===== src/rtl/pipe_wb_regfile_if.sv =====
// Bus between the MEM/WB register, the ID stage and the writeback register file.
// master: pipeline side driving writeback/read indices; slave: the register file.
interface pipe_wb_regfile_if #(
   parameter int DATA_W = 32,
   parameter int ADDR_W = 5,
   parameter int CNT_W  = 32
);
   logic              wwreg;
   logic              wm2reg;
   logic [DATA_W-1:0] wmo;
   logic [DATA_W-1:0] walu;
   logic [ADDR_W-1:0] wrn;
   logic [ADDR_W-1:0] rna;
   logic [ADDR_W-1:0] rnb;
   logic [DATA_W-1:0] qa;
   logic [DATA_W-1:0] qb;
   logic [DATA_W-1:0] wdi;
   logic [CNT_W-1:0]  wb_count;

   modport master (
      output wwreg, wm2reg, wmo, walu, wrn, rna, rnb,
      input  qa, qb, wdi, wb_count
   );

   modport slave (
      input  wwreg, wm2reg, wmo, walu, wrn, rna, rnb,
      output qa, qb, wdi, wb_count
   );
endinterface


===== src/rtl/pipe_wb_regfile.sv =====
// Writeback stage: result select, 32-entry register file with r0 hardwired to zero, commit counter.
// Optional REGFILE_BYPASS_EN: same-cycle write-through of the WB result onto the read ports.
module pipe_wb_regfile #(
   parameter int DATA_W = 32,
   parameter int ADDR_W = 5,
   parameter int CNT_W  = 32
) (
   input logic              clk,
   input logic              clr,
   pipe_wb_regfile_if.slave bus
);
   localparam int DEPTH = 2 ** ADDR_W;

   logic [DATA_W-1:0] regs [DEPTH];
   logic [DATA_W-1:0] wdi;
   logic [DATA_W-1:0] qa;
   logic [DATA_W-1:0] qb;
   logic [CNT_W-1:0]  wb_count;
   logic              commit;

   assign wdi    = bus.wm2reg ? bus.wmo : bus.walu;
   assign commit = bus.wwreg && (bus.wrn != '0);

   // Entry 0 is cleared on reset and never written, so it stays zero.
   always_ff @(posedge clk or posedge clr) begin
      if (clr) begin
         for (int i = 0; i < DEPTH; i++) regs[i] <= '0;
         wb_count <= '0;
      end else if (commit) begin
         regs[bus.wrn] <= wdi;
         wb_count      <= wb_count + CNT_W'(1);
      end
   end

   always_comb begin
      qa = '0;
      if (!clr && (bus.rna != '0)) begin
         qa = regs[bus.rna];
`ifdef REGFILE_BYPASS_EN
         if (commit && (bus.rna == bus.wrn)) qa = wdi;
`endif
      end
   end

   always_comb begin
      qb = '0;
      if (!clr && (bus.rnb != '0)) begin
         qb = regs[bus.rnb];
`ifdef REGFILE_BYPASS_EN
         if (commit && (bus.rnb == bus.wrn)) qb = wdi;
`endif
      end
   end

   assign bus.wdi      = wdi;
   assign bus.qa       = qa;
   assign bus.qb       = qb;
   assign bus.wb_count = wb_count;
endmodule

===== src/flat_wrapper.sv =====
// flat-port wrapper written by rule: the top's interface ports become plain ports
module pipe_wb_regfile_flat 
#(
   parameter int DATA_W = 32,
   parameter int ADDR_W = 5,
   parameter int CNT_W  = 32
)
  (clk, clr, bus_wwreg, bus_wm2reg, bus_wmo, bus_walu, bus_wrn, bus_rna, bus_rnb, bus_qa, bus_qb, bus_wdi, bus_wb_count);
  pipe_wb_regfile_if #(.DATA_W(DATA_W), .ADDR_W(ADDR_W), .CNT_W(CNT_W)) bus_i ();
  input logic clk;
  input logic clr;
  input wire logic [$bits(bus_i.wwreg)-1:0] bus_wwreg;
  input wire logic [$bits(bus_i.wm2reg)-1:0] bus_wm2reg;
  input wire logic [$bits(bus_i.wmo)-1:0] bus_wmo;
  input wire logic [$bits(bus_i.walu)-1:0] bus_walu;
  input wire logic [$bits(bus_i.wrn)-1:0] bus_wrn;
  input wire logic [$bits(bus_i.rna)-1:0] bus_rna;
  input wire logic [$bits(bus_i.rnb)-1:0] bus_rnb;
  output wire logic [$bits(bus_i.qa)-1:0] bus_qa;
  output wire logic [$bits(bus_i.qb)-1:0] bus_qb;
  output wire logic [$bits(bus_i.wdi)-1:0] bus_wdi;
  output wire logic [$bits(bus_i.wb_count)-1:0] bus_wb_count;
  assign bus_i.wwreg = bus_wwreg;
  assign bus_i.wm2reg = bus_wm2reg;
  assign bus_i.wmo = bus_wmo;
  assign bus_i.walu = bus_walu;
  assign bus_i.wrn = bus_wrn;
  assign bus_i.rna = bus_rna;
  assign bus_i.rnb = bus_rnb;
  assign bus_qa = bus_i.qa;
  assign bus_qb = bus_i.qb;
  assign bus_wdi = bus_i.wdi;
  assign bus_wb_count = bus_i.wb_count;
  pipe_wb_regfile #(.DATA_W(DATA_W), .ADDR_W(ADDR_W), .CNT_W(CNT_W)) u_core (.clk(clk), .clr(clr), .bus(bus_i));
endmodule

===== config.mk =====
export PLATFORM = sky130hd
export DESIGN_NAME = pipe_wb_regfile_flat
export DESIGN_NICKNAME = d
export VERILOG_FILES = /design/src/rtl/pipe_wb_regfile_if.sv /design/src/rtl/pipe_wb_regfile.sv /design/src/flat_wrapper.sv
export SDC_FILE = /design/constraint.sdc
export NUM_CORES = 2
export LEC_CHECK = 0
export CAP_MARGIN = 20
export CORE_ASPECT_RATIO = 1.5
export CORE_MARGIN = 2
export CORE_UTILIZATION = 44
export CTS_BUF_LIST = sky130_fd_sc_hd__clkbuf_2
export DETAILED_ROUTE_END_ITERATION = 16
export REMOVE_ABC_BUFFERS = 1
export SYNTH_ARGS = -nofsm -noshare
export SYNTH_HDL_FRONTEND = slang
export SYNTH_SLANG_ARGS = --single-unit
export TNS_END_PERCENT = 1

===== constraint.sdc =====
create_clock -name clk -period 61.8 [get_ports clk]
set_input_delay 15.45 -clock clk [delete_from_list [all_inputs] [get_ports clk]]
set_output_delay 15.45 -clock clk [all_outputs]
set_load 0.02 [all_outputs]

==> summary by stage <==
Route
After the first detailed-routing iteration, the DRC count stood at 4,457. The per-cell via count in the routed design is 6.13. The wire length reported by the detailed router is 191,000 um.

The detail route stage leaves a number of antenna-violating nets equal to 0. The detailed-route via count is 44,000. Dividing the detail-routed wire length by the instance count gives 26.7 um. The first TritonRoute pass finished after 8 iterations. In the routed design, unresolved DRC markers number 0.

Worst setup path
The number of cells on the worst reg-to-reg path is 5. The type of the setup path with the least slack is in2out. The end of the worst register-to-register path is u_core.bus.wb_count[29]. STA classifies the critical path startpoint as a primary input. The endpoint class of the critical path is a primary output. At the worst endpoint, the required time is 46.35 ns. The data arrival time of the critical path is around 21 ns. The maximum net fanout on the critical path is 66.

The worst reg2reg path startpoint is u_core.bus.wb_count[3]. Setup slack on the worst reg-to-reg path comes out at 59.77 ns.

Layout
The finished cells cover approximately 60,000 sq um. Summing all multi-input logic gate instances after layout gives 26,000 sq um. The number of filler cells placed in the layout is ~11,000. The layout net count is 5,516.

The area growth from synthesis to layout is 10.0%. The utilization after layout is 48.9%. The fraction of layout cells with a size suffix above 1 is 15.4%. After the flow finishes, the layout carries non-filler instances totaling between 7,000 and 8,000. Summing all flip-flop and latch instances after layout gives 26,400 sq um.

Placement
The cell total after placement is just under 7,000. At the end of routability-driven placement, the weighted congestion stood at 0.842. The placed wire-length estimate after detailed placement is 107,000 um. The count of input and output buffers is 210. The total placed instance area is 57,600 sq um.

Clocking
Counting every sink on the clock net gives around 1,100. After clock tree synthesis, the clock-pin slew on the worst setup and hold paths is roughly 0.090 ns. The number of clock buffers inserted by TritonCTS is 277. In this run, post-CTS hold repair placed 0 buffers. The maximum level of the CTS H-tree is 5.

The TritonCTS clock tree is yes. The maximum buffer depth of the clock tree is 4. Clock latency on the worst-skew pair, taken at its later pin, is 1.72 ns. The number of setup buffers added after CTS is 0. After clock tree synthesis, the repair step resized 0 gates. The tree is rooted in a clkbuf_2.

Synth
Yosys printed 0 warnings. The cell count after synthesis is approximately 5,400. The share of synthesized area spent on multiplexers is 19.4%. The top cell type by area accounts for 48.6% of the synthesized area.

The synthesized netlist devotes 0.0230% of its cell area to adder and majority cells. In the synthesized netlist the async set-or-reset flop fraction comes to 100%. The number of synthesized register bits is 1,056. Sorting the synthesized cells by how often they occur yields 1,056 x dfrtp_1, 645 x nand2_1, 556 x o21ai_0. The combinational family with the most area after synthesis is multiplexers.

The post-synthesis simple-gate area fraction is 12.3%. The most used standard cell by instance count after synthesis is dfrtp_1. In this run, synthesis inferred 0 flip-flops with an integrated enable. Summing the areas of all compound-gate instances in the mapped netlist gives 14.7% of the synthesized area. Counting distinct cell types in the post-synthesis netlist gives 43.

The share of synthesized area occupied by flip-flops and latches is 48.6%. The mapped netlist covers 54,400 sq um. The largest total area in the synthesized netlist belongs to dfrtp_1.

In the synthesized netlist the dominant register cell turns out to be dfrtp_1. The average footprint of a synthesized cell is 10.1 sq um. Of the total synthesized cell area, the portion taken by XOR and XNOR cells is 0.500%. Sorting the synthesized cells by area gives the leading types as dfrtp_1 49%, mux4_2 10%, mux2i_1 8.9%.

Min path
In this run the most critical hold path is launched from u_core.regs[1019]. The worst hold path class is reg2reg. The worst hold path terminates at u_core.regs[1019]. Along the worst hold path, the cell count comes to 0.

Flow run
Across the run, the number of max-cap violations was 0.

GRT
The first-pass GRT wire length is between 200,000 and 300,000 um. The initial antenna violation count is 4. Global routing consumed, over all layers together, roughly 30% of the routing resources. Summed over all layers, the global routing overflow is 0. The number of global-route vias before repair is 43,400. The maximum number of pins on one net before global-route repair is 168.

Pwr
The power density normalized to cell area is 30.3 nW/um^2. The static leakage is 26.4 nW. IR analysis of the VDD net gives a maximum drop of between 0.015 and 0.02 mV.

Floorplan
The I/O pin count is around 210. The vertical die dimension is 434 um. The initial utilization of the core area, before any placement, comes to 44.4%.

The die footprint is 126,000 sq um. In this run the horizontal extent of the chip is 291 um. Row generation in the floorplan step produced 157 rows. After floorplanning, the core was sized to cover 122,000 sq um.

Timing
Of the available clock period, the critical path in the final layout requires 58.2%. Headroom to the max-slew limit came out at a little under a fifth. The highest attainable clock frequency is about 0.028 GHz. The transition time at the pin with the least slew margin is 1.23 ns. Setup repair after global routing left no endpoint under its margin. The clock skew after layout is 0.0634 ns. The sum of negative setup slack is 0 ns.

The number of hold violations in the final report is 0. The final critical-path required period is 35.97 ns. Setup violations remaining at the end of the flow were counted as 0.

The count of final max-slew check failures came to 0.

Outcome
The flow ran to the end, and the final reports show no timing, DRC or antenna violations.
-- worst max-delay path: stages --
cell	delay, ns
buf_8	0.42
buf_4	0.69
buf_4	0.79
buf_4	0.69
buf_4	0.67
mux4_2	0.58
nor2b_1	0.14
a21oi_1	0.16
nand4_1	0.15
clkdlybuf4s50_1	0.57
-- worst max-delay path by stage --
stage                from    endpoint  slack [ns]  depth (start not counted)
6_report       bus_rnb[1]   bus_qb[6]       25.83                         10
3_5_place_dp   bus_rnb[1]   bus_qb[6]       25.73                         10
4_1_cts        bus_rnb[1]   bus_qb[6]       25.73                         10
5_1_grt        bus_rnb[1]   bus_qb[6]       25.47                         10
3_3_place_gp   bus_rnb[1]  bus_qb[22]       25.74                         10
2_1_floorplan         clr   bus_qa[0]        5.92                          4
-- routing by layer --
metal	wire length [um]	up-vias	global-route usage (%)
li1	-	19400	-
met1	76900	22100	39.2
met2	90800	1992	49.1
met3	14700	486	5.72
met4	9030	0	14.6
met5	0	-	0
-- metrics by stage --
step	total power [mW]	worst slack (ns)	hold slack, ns
finish	1.81	25.83	0.404
global route	1.92	25.47	0.417
CTS	1.82	25.73	0.407
detailed placement	1.36	25.73	0.383
global placement	1.34	25.74	0.377
floorplan	1.21	5.92	0.365
-- cell usage in the layout (no fill, tap or decap), drive strengths merged, types with 5 or more instances in the layout --
master and count:
xor2 5, dfrtp 1056, and3 19, a31oi 32, buf 125, nand3 146
nand2 645, a21oi 543, nand4 72, nor3 6, a22oi 192, clkinv 45
diode 7, clkdlybuf4s50 203, nor3b 8, xnor2 26, nor2b 184, o21ai 609
a211oi 69, mux4 253, mux2i 484, nor2 416, inv 39, clkbuf 380
-- registers in the layout, summed over array words and instances (netlist names) --
| register | cells |
|---|---|
| u_core.bus.wb_count | 32 |
| u_core.regs | 1024 |
-- cells by family (layout without fill, tap and decap cells) --
| logic type | after synthesis | after routing |
|---|---|---|
| AND/OR/NAND/NOR | 1512 | 1512 |
| AO/OA/AOI/OAI | 1450 | 1450 |
| flip-flops | 1056 | 1056 |
| multiplexers | 738 | 738 |
| buffers and inverters | 587 | 793 |
| XOR/XNOR | 31 | 31 |
| adder cells (fa/ha/maj) | 1 | 1 |
| other | 0 | 7 |
-- where the power goes --
group / switching (mW) / internal [mW] / leakage (nW)
combinational: 0.211 / 0.197 / 11.3
clock: 0.294 / 0.166 / 1.68
sequential: 0.114 / 0.831 / 13.4
-- final cells by class --
class	count	area share, %
repair buffers	329	5.19
clock inverters	49	0.360
clock buffers	379	3.17
well taps	1590	3.33
inverters	36	0.239
multi-input cells	3732	43.5
flip-flops and latches	1056	44.2
diodes	7	0.0293
No activity file was read; power rests on OpenSTA's default activity.
